### src/rtl/sync_fifo_pkg.sv
// sync_fifo_pkg: pointer-width helper and parameter legality check shared by the FIFO modules.
package sync_fifo_pkg;
  function automatic int ptr_width(input int depth);
    return $clog2(depth) + 1;
  endfunction
  function automatic bit thresh_ok(input int depth, input int af, input int ae);
    return depth >= 4 && (depth & (depth - 1)) == 0 &&
           af >= 1 && af <= depth && ae >= 0 && ae <= depth - 1;
  endfunction
endpackage

### src/rtl/sync_fifo_mem.sv
// sync_fifo_mem: WIDTH x DEPTH storage, synchronous write; read port registered, or combinational
// when SYNC_FIFO_FWFT_EN is defined.
module sync_fifo_mem #(
  parameter int WIDTH = 8,
  parameter int DEPTH = 16,
  localparam int ADDR = $clog2(DEPTH)
) (
  input  logic             clk,
`ifndef SYNC_FIFO_FWFT_EN
  input  logic             rst,
  input  logic             re,
`endif
  input  logic             we,
  input  logic [ADDR-1:0]  waddr,
  input  logic [WIDTH-1:0] wdata,
  input  logic [ADDR-1:0]  raddr,
  output logic [WIDTH-1:0] rdata
);
  logic [WIDTH-1:0] mem [DEPTH];
  always_ff @(posedge clk)
    if (we) mem[waddr] <= wdata;
`ifdef SYNC_FIFO_FWFT_EN
  assign rdata = mem[raddr];
`else
  always_ff @(posedge clk or posedge rst)
    if (rst) rdata <= '0;
    else if (re) rdata <= mem[raddr];
`endif
endmodule

### src/rtl/sync_fifo_param.sv
// sync_fifo_param: single-clock FIFO with occupancy count, almost flags and synchronous flush.
// Define SYNC_FIFO_FWFT_EN for first-word-fall-through reads; default is registered read.
module sync_fifo_param import sync_fifo_pkg::*; #(
  parameter int WIDTH = 8,
  parameter int DEPTH = 16,
  parameter int AF_THRESH = DEPTH - 2,
  parameter int AE_THRESH = 2,
  localparam int ADDR = $clog2(DEPTH),
  localparam int PW = ptr_width(DEPTH)
) (
  input  logic             clk,
  input  logic             rst,
  input  logic             clr,
  input  logic             wen,
  input  logic [WIDTH-1:0] wr,
  input  logic             ren,
  output logic [WIDTH-1:0] rd,
  output logic             valid,
  output logic             empty,
  output logic             full,
  output logic             almost_full,
  output logic             almost_empty,
  output logic [PW-1:0]    count,
  output logic             overflow,
  output logic             underflow
);
  if (!thresh_ok(DEPTH, AF_THRESH, AE_THRESH)) begin : g_bad_params
    $error("sync_fifo_param: illegal DEPTH or threshold parameters");
  end
  localparam logic [PW-1:0] AF_T = PW'(AF_THRESH);
  localparam logic [PW-1:0] AE_T = PW'(AE_THRESH);
  logic [PW-1:0] wptr, rptr;
  logic          we, re;
  assign empty        = wptr == rptr;
  assign full         = wptr[ADDR] != rptr[ADDR] && wptr[ADDR-1:0] == rptr[ADDR-1:0];
  assign count        = wptr - rptr;
  assign almost_full  = count >= AF_T;
  assign almost_empty = count <= AE_T;
  // a flush swallows same-cycle requests so nothing lands in or leaves the array
  assign we = wen && !full && !clr;
  assign re = ren && !empty && !clr;
  always_ff @(posedge clk or posedge rst)
    if (rst) begin
      wptr      <= '0;
      rptr      <= '0;
      overflow  <= 1'b0;
      underflow <= 1'b0;
    end else if (clr) begin
      wptr      <= '0;
      rptr      <= '0;
      overflow  <= 1'b0;
      underflow <= 1'b0;
    end else begin
      wptr      <= wptr + PW'(we);
      rptr      <= rptr + PW'(re);
      overflow  <= wen && full;
      underflow <= ren && empty;
    end
`ifdef SYNC_FIFO_FWFT_EN
  assign valid = !empty;
  sync_fifo_mem #(.WIDTH(WIDTH), .DEPTH(DEPTH)) u_mem (
    .clk(clk), .we(we), .waddr(wptr[ADDR-1:0]), .wdata(wr),
    .raddr(rptr[ADDR-1:0]), .rdata(rd)
  );
`else
  always_ff @(posedge clk or posedge rst)
    if (rst) valid <= 1'b0;
    else valid <= re;
  sync_fifo_mem #(.WIDTH(WIDTH), .DEPTH(DEPTH)) u_mem (
    .clk(clk), .rst(rst), .re(re), .we(we), .waddr(wptr[ADDR-1:0]), .wdata(wr),
    .raddr(rptr[ADDR-1:0]), .rdata(rd)
  );
`endif
endmodule
### config.mk
export PLATFORM = sky130hd
export DESIGN_NAME = sync_fifo_param
export DESIGN_NICKNAME = d
export VERILOG_FILES = /design/src/rtl/sync_fifo_pkg.sv /design/src/rtl/sync_fifo_mem.sv /design/src/rtl/sync_fifo_param.sv
export SDC_FILE = /design/constraint.sdc
export NUM_CORES = 1
export LEC_CHECK = 0
export BUFFER_PORTS_ARGS = -buffer_cell sky130_fd_sc_hd__clkbuf_2
export CAP_MARGIN = 20
export CORE_MARGIN = 5
export CORE_UTILIZATION = 30
export CTS_CLUSTER_DIAMETER = 40
export CTS_CLUSTER_SIZE = 8
export DETAILED_ROUTE_END_ITERATION = 12
export GPL_ROUTABILITY_DRIVEN = 1
export HOLD_SLACK_MARGIN = 0.08
export MAX_ROUTING_LAYER = met4
export SYNTH_ARGS = -nofsm -noshare
export SYNTH_HDL_FRONTEND = slang
export SYNTH_SLANG_ARGS = --single-unit
export TNS_END_PERCENT = 100
### constraint.sdc
create_clock -name clk -period 5 [get_ports clk]
set_input_delay 0.5 -clock clk [delete_from_list [all_inputs] [get_ports clk]]
set_output_delay 0.5 -clock clk [all_outputs]
set_load 0.02 [all_outputs]
# Yosys cells after proc, flatten, opt, wreduce, memory -nomap -nowiden
# Memories as Yosys holds them, arrays and structs flattened. A register that Yosys moved wholly into a read port is not among the register bits.
# Index checks and enable logic that the tools add are counted.
[classes] n_addsub=3 n_mul=0 n_div=0 magnitude_cmp=2 eq_ne=3 shift=0 mux=6 bitwise=0 n_reduce_logical=10
[op_table] operator="$add A5 B1 Y5" n=2
[op_table] operator="$mux W5" n=2
[op_table] operator="$logic_and A1 B1 Y1" n=7
[op_table] operator="$eq A5 B5 Y1" n=1
[op_table] operator="$ge A5 B4 Y1 const B" n=1
[op_table] operator="$le A5 B2 Y1 const B" n=1
[op_table] operator="$sub A5 B5 Y5" n=1
[op_table] operator="$eq A4 B4 Y1" n=1
[op_table] operator="$mux W1" n=4
[op_table] operator="$logic_not A1 Y1" n=3
[op_table] operator="$ne A1 B1 Y1" n=1
[word_totals] regBits=13 latch_bits=0 mem_bits_rw=128 mem_bits_ro=0 inputBits=13 word_cells=30 n_memories=1
[mem_list] name="u_mem.mem" depth=16 word_bits=8 read_ports=1 rd_clocked_by_memory_dff=1 wr=1 line_no="sync_fifo_mem.sv:19" text="logic [WIDTH-1:0] mem [DEPTH];"

# Depth between registers and ports, before layout
[depth] word_depth=7 ltp_mapped=14 depth_no_buf=10

# Hierarchy
# Synthesis repeated with hierarchy kept, for this count alone.
[unflattened] hier_cells=310 hier_area_um2=6079.6
[modules_own_cells] module="sync_fifo_mem" n_inst=1 cells_per_inst=241 area_each_um2=5335.1 seq_area_each_um2=4043.9
[modules_own_cells] module="sync_fifo_param" n_inst=1 cells_per_inst=69 area_each_um2=744.5 seq_area_each_um2=325.3

# Least setup slack after synthesis
# Ideal clock, no wire load.
[synth_path] path_type="register to register" start="register rptr[3]" end="memory u_mem.mem[0][0], enable pin" setup_ns=0.385 arrival_time_ns=2.737 required_ns=4.615 path_slack_ns=1.878 path_stages_with_launch=11 cell_sequence="dfrtp_1 -> buf_2 -> buf_2 -> buf_2 -> inv_2 -> ha_1 -> and4_1 -> nand2_1 -> inv_1 -> nor4_1 -> nor3b_1"
[synth_between] elab_chain_cells=7
[synth_lines] item="from (decl)" line_no="sync_fifo_param.sv:32" text="logic [PW-1:0] wptr, rptr;"
[synth_lines] item="from (signal assigned)" line_no="sync_fifo_param.sv:55" text="rptr <= rptr + PW'(re);"
[synth_lines] item="$eq A4 B4 Y1" line_no="sync_fifo_param.sv:35" text="assign full = wptr[ADDR] != rptr[ADDR] && wptr[ADDR-1:0] == rptr[ADDR-1:0];"
[synth_lines] item="$logic_and A1 B1 Y1" line_no="sync_fifo_param.sv:35"
[synth_lines] item="named net full" line_no="sync_fifo_param.sv:20" text="output logic full,"
[synth_lines] item="$logic_not A1 Y1" line_no="sync_fifo_param.sv:40" text="assign we = wen && !full && !clr;"
[synth_lines] item="$logic_and A1 B1 Y1 (2 in a row)" line_no="sync_fifo_param.sv:40"
[synth_lines] item="$mux W1" line_no="sync_fifo_mem.sv:21" text="if (we) mem[waddr] <= wdata;"
[synth_lines] item="$mux W1 (implied by the code)" line_no="sync_fifo_mem.sv:21"
[synth_lines] item="to (decl)" line_no="sync_fifo_mem.sv:19"
# The timed path passes the listed nets, and every way through them passes these cells.

# Worst setup path in the final report
[layout_path] start="register rptr[2]" end="memory u_mem.mem[4][5], enable pin"
[layout_between] elab_chain_cells=7
[layout_lines] item="$eq A4 B4 Y1" line_no="sync_fifo_param.sv:35"
[layout_lines] item="$logic_and A1 B1 Y1" line_no="sync_fifo_param.sv:35"
[layout_lines] item="$logic_not A1 Y1" line_no="sync_fifo_param.sv:40"
[layout_lines] item="$logic_and A1 B1 Y1 (2 in a row)" line_no="sync_fifo_param.sv:40"
[layout_lines] item="$mux W1" line_no="sync_fifo_mem.sv:21"
[layout_lines] item="$mux W1 (implied by the code)" line_no="sync_fifo_mem.sv:21"
# Every way passes these cells.

==> results.md <==
- Final worst path period need: 3.34 ns
- Area of the die: between 20000 and 25000 µm²
- Total routing resource utilization after global routing: 11.7%
- Worst R2R Path Depth: 7
- Vias in the first global route: 3316
- Class of the most critical hold timing path: input port to asynchronous set/reset pin
- H-tree levels: 4
- Post-route worst setup slack: around 1.7 ns
- Critical path endpoint category: register
- Worst setup skew after layout: 0.0123 ns
- Wire length of the first global-routing pass: roughly 20000 µm
- TritonCTS clock tree: done
- CP Launch Type: register
- Portion of the post-synthesis area used by sequential elements: 72.3%
- First-pass iteration count of the detailed router: 4
- Number of buffers between clock root and the deepest sink: 2
- Number of buffers created by CTS: 17
- Post-CTS Resized: 0
- Mapped cell area: 6040 µm²
- Count of buffers inserted at the top-level ports: 32
- Capture instance of the worst register-to-register path: u_mem.mem[4][5]
- Total Negative Setup Slacks: 0 ns
- Worst-margin pin slew: 0.811 ns
- Post-detailed-route DRC marker count: 0
- Vert. Die Dim: between 150 and 200 µm
- I/O pin count: 33
- GRT Residual Overflow: 0
- Clk Tree Root Cell: sky130_fd_sc_hd__clkbuf_16
- Worst reg2reg setup slack: approximately 1.7 ns
- Most frequent cells in the layout: sky130_fd_sc_hd__edfxtp_1, sky130_fd_sc_hd__nand2_1, sky130_fd_sc_hd__clkbuf_2, sky130_fd_sc_hd__mux4_2, sky130_fd_sc_hd__dfrtp_1
- Starting density of the core: 30.1%
- Die span in x: 152 µm
- Endpoint arrival time on the critical path: between 3 and 4 ns
- DP Worst Slack: 1.73 ns
- Static leakage: 2.50 nW
- Vias per Instance: 4.71
- Number of post-CTS setup repair buffers: 0
- Count of final setup violators: 0
- Count of distinct cell types in the synthesized netlist: 38
- Site Rows: between 50 and 60
- Number of nets in the layout: 401
- Synthesis-to-layout area growth: 18.5%
- Total nets after synthesis: ~360
- Average footprint of a synthesized cell: 18.0 µm²
- Most frequent standard cell in the layout excluding fill and tap cells: sky130_fd_sc_hd__edfxtp_1
- Fillers: 1919
- Async SR Flop Fraction: around 14%
- Vias after detailed routing: 3121
- Max-cap viol count: 0
- Core area: 20000 µm²
- Critical Setup Path Class: register to register
- Half-perimeter wire length of the detailed placement result: 8490 µm
- Cell area power density: about 430 nW/µm²
- Register clock-pin slew on the reported worst setup and hold paths: 0.06 ns
- Hold violation total from the final report: 0
- Pin count of the biggest net entering global routing: 34
- Maximum fanout along the worst path: 12
- Antenna diodes: 0
- Wirelength, routed: roughly 13000 µm
- Worst relative slew slack: ~46%
- DR iter-0 viols: 345
- Post-CTS Hold Fix Bufs: 0
- Placer's final routability congestion estimate: just under 0.9
- Most used DFF post-synth: sky130_fd_sc_hd__edfxtp_1
- Mapped Cells: 336
- Final Max Tran Viols: 0
- Highest achievable clock rate: 300 MHz
- Number of antenna violations at the first check in global routing: 0
- Worst skew pair latency: roughly 0.42 ns
- Unrepaired setup endpoints after global routing: false
- Fraction of layout cells with a size suffix above 1: about 25%
- Ys Warns: 0
- # clock sinks: 149
- Launching point of the worst reg2reg path: rptr[2]
- Highest ir drop seen on vdd: 208 µV
- Ratio of final minimum period to clock period: 66.7%
- Number of enable-type register cells in the synthesized netlist: 128
- Flip-flop and latch count after synthesis: 149
- Number of nets still failing antenna checks after routing: 0
- Routed length per placed instance: ~19 µm
- Endpoint required time on the critical path: ~5.1 ns
- Status: completed
[cell families after synthesis]
family                   count (synthesis)  synth area share (%)
adder cells (fa/ha/maj)                  9                  1.99
buffers and inverters                   24                  2.22
multiplexers                            32                  12.2
XOR/XNOR                                 9                  1.43
AND/OR/NAND/NOR                         88                  6.71
AO/OA/AOI/OAI                           25                  3.09
flip-flops                             149                  72.3
[cells in the mapped netlist, types with 2 or more instances]
master                     number  area [µm²]
sky130_fd_sc_hd__edfxtp_1     128        3840
sky130_fd_sc_hd__nand2_1       34         128
sky130_fd_sc_hd__mux4_2        27         608
sky130_fd_sc_hd__dfrtp_1       21         526
sky130_fd_sc_hd__nor2_1        17        63.8
sky130_fd_sc_hd__nand3_1       14        70.1
sky130_fd_sc_hd__a22o_1         8        70.1
sky130_fd_sc_hd__a31oi_1        8        50.1
sky130_fd_sc_hd__buf_2          8        40.0
sky130_fd_sc_hd__ha_1           8         100
sky130_fd_sc_hd__nor2b_1        8        50.1
sky130_fd_sc_hd__inv_1          6        22.5
sky130_fd_sc_hd__mux4_1         5         131
sky130_fd_sc_hd__xor2_1         5        43.8
sky130_fd_sc_hd__nand2b_1       4        25.0
sky130_fd_sc_hd__nor3_1         4        20.0
sky130_fd_sc_hd__buf_6          3        33.8
sky130_fd_sc_hd__clkbuf_1       3        11.3
sky130_fd_sc_hd__xnor2_1        3        26.3
sky130_fd_sc_hd__a21o_1         2        15.0
sky130_fd_sc_hd__a21oi_1        2        10.0
sky130_fd_sc_hd__clkinv_1       2        7.51
[final cells by class]
type | count | area [µm²] | share of cell area [%]
sequential | 149 | 4370 | 61.1
inverter | 9 | 33.8 | 0.472
timing repair buffer | 39 | 213 | 2.97
multi-input combinational | 163 | 1540 | 21.5
clock inverter | 12 | 226 | 3.16
tap | 270 | 338 | 4.72
clock buffer | 20 | 437 | 6.10
[report_power, final]
group | total, mW | leakage (nW) | switching (mW) | internal [mW]
combinational | 0.225 | 0.749 | 0.137 | 0.0885
clock | 1.42 | 0.315 | 0.478 | 0.938
sequential | 1.41 | 1.43 | 0.0220 | 1.39
total | 3.05 | 2.50 | 0.636 | 2.41
[metrics by stage]
step / instances / power, mW / util [%] / hold WS (ns) / cell area, µm²
6_report: 662 / 3.05 / 35.7 / 0.207 / 7160
5_1_grt: 662 / 3.15 / 35.7 / 0.277 / 7160
4_1_cts: 662 / 3.08 / 35.7 / 0.219 / 7160
3_5_place_dp: 630 / 1.67 / 32.4 / 0.505 / 6490
3_3_place_gp: 630 / 1.66 / 32.4 / 0.507 / 6490
2_1_floorplan: 336 / 1.58 / - / 0.477 / 6040
[worst max-delay path: stages, from the launching register on]
cell	delay (ns)
sky130_fd_sc_hd__dfrtp_1	0.54
sky130_fd_sc_hd__clkinv_1	0.33
sky130_fd_sc_hd__ha_1	0.45
sky130_fd_sc_hd__and4_1	0.21
sky130_fd_sc_hd__nand2_1	0.09
sky130_fd_sc_hd__inv_1	0.06
sky130_fd_sc_hd__nor4_1	0.64
sky130_fd_sc_hd__nor2b_1	0.66
[flip-flops by register name, summed over array words and instances (netlist names)]
name / cells
overflow: 1
rptr: 5
valid: 1
u_mem.rdata: 8
underflow: 1
u_mem.mem: 128
wptr: 5
[how the worst max path moves through the flow]
stage	from	cells after the start	slack (ns)	end
final	rptr[2]	7	1.66	u_mem.mem[4][5]
after global routing	rptr[2]	7	1.46	u_mem.mem[4][5]
after CTS	rptr[2]	7	1.71	u_mem.mem[4][5]
after detailed placement	rptr[2]	7	1.73	u_mem.mem[4][1]
after global placement	rptr[2]	7	1.84	u_mem.mem[8][0]
after floorplan	rptr[3]	10	1.88	u_mem.mem[0][0]
[routing by layer]
metal / wire length [µm] / vias up / GRT usage [%]
met5: 0 / - / -
met4: 335 / 0 / 5.18
met3: 976 / 26 / 3.30
met2: 5810 / 120 / 16.5
met1: 5540 / 1572 / 15.9
li1: - / 1403 / -
Power figures use the tool's default switching activity.
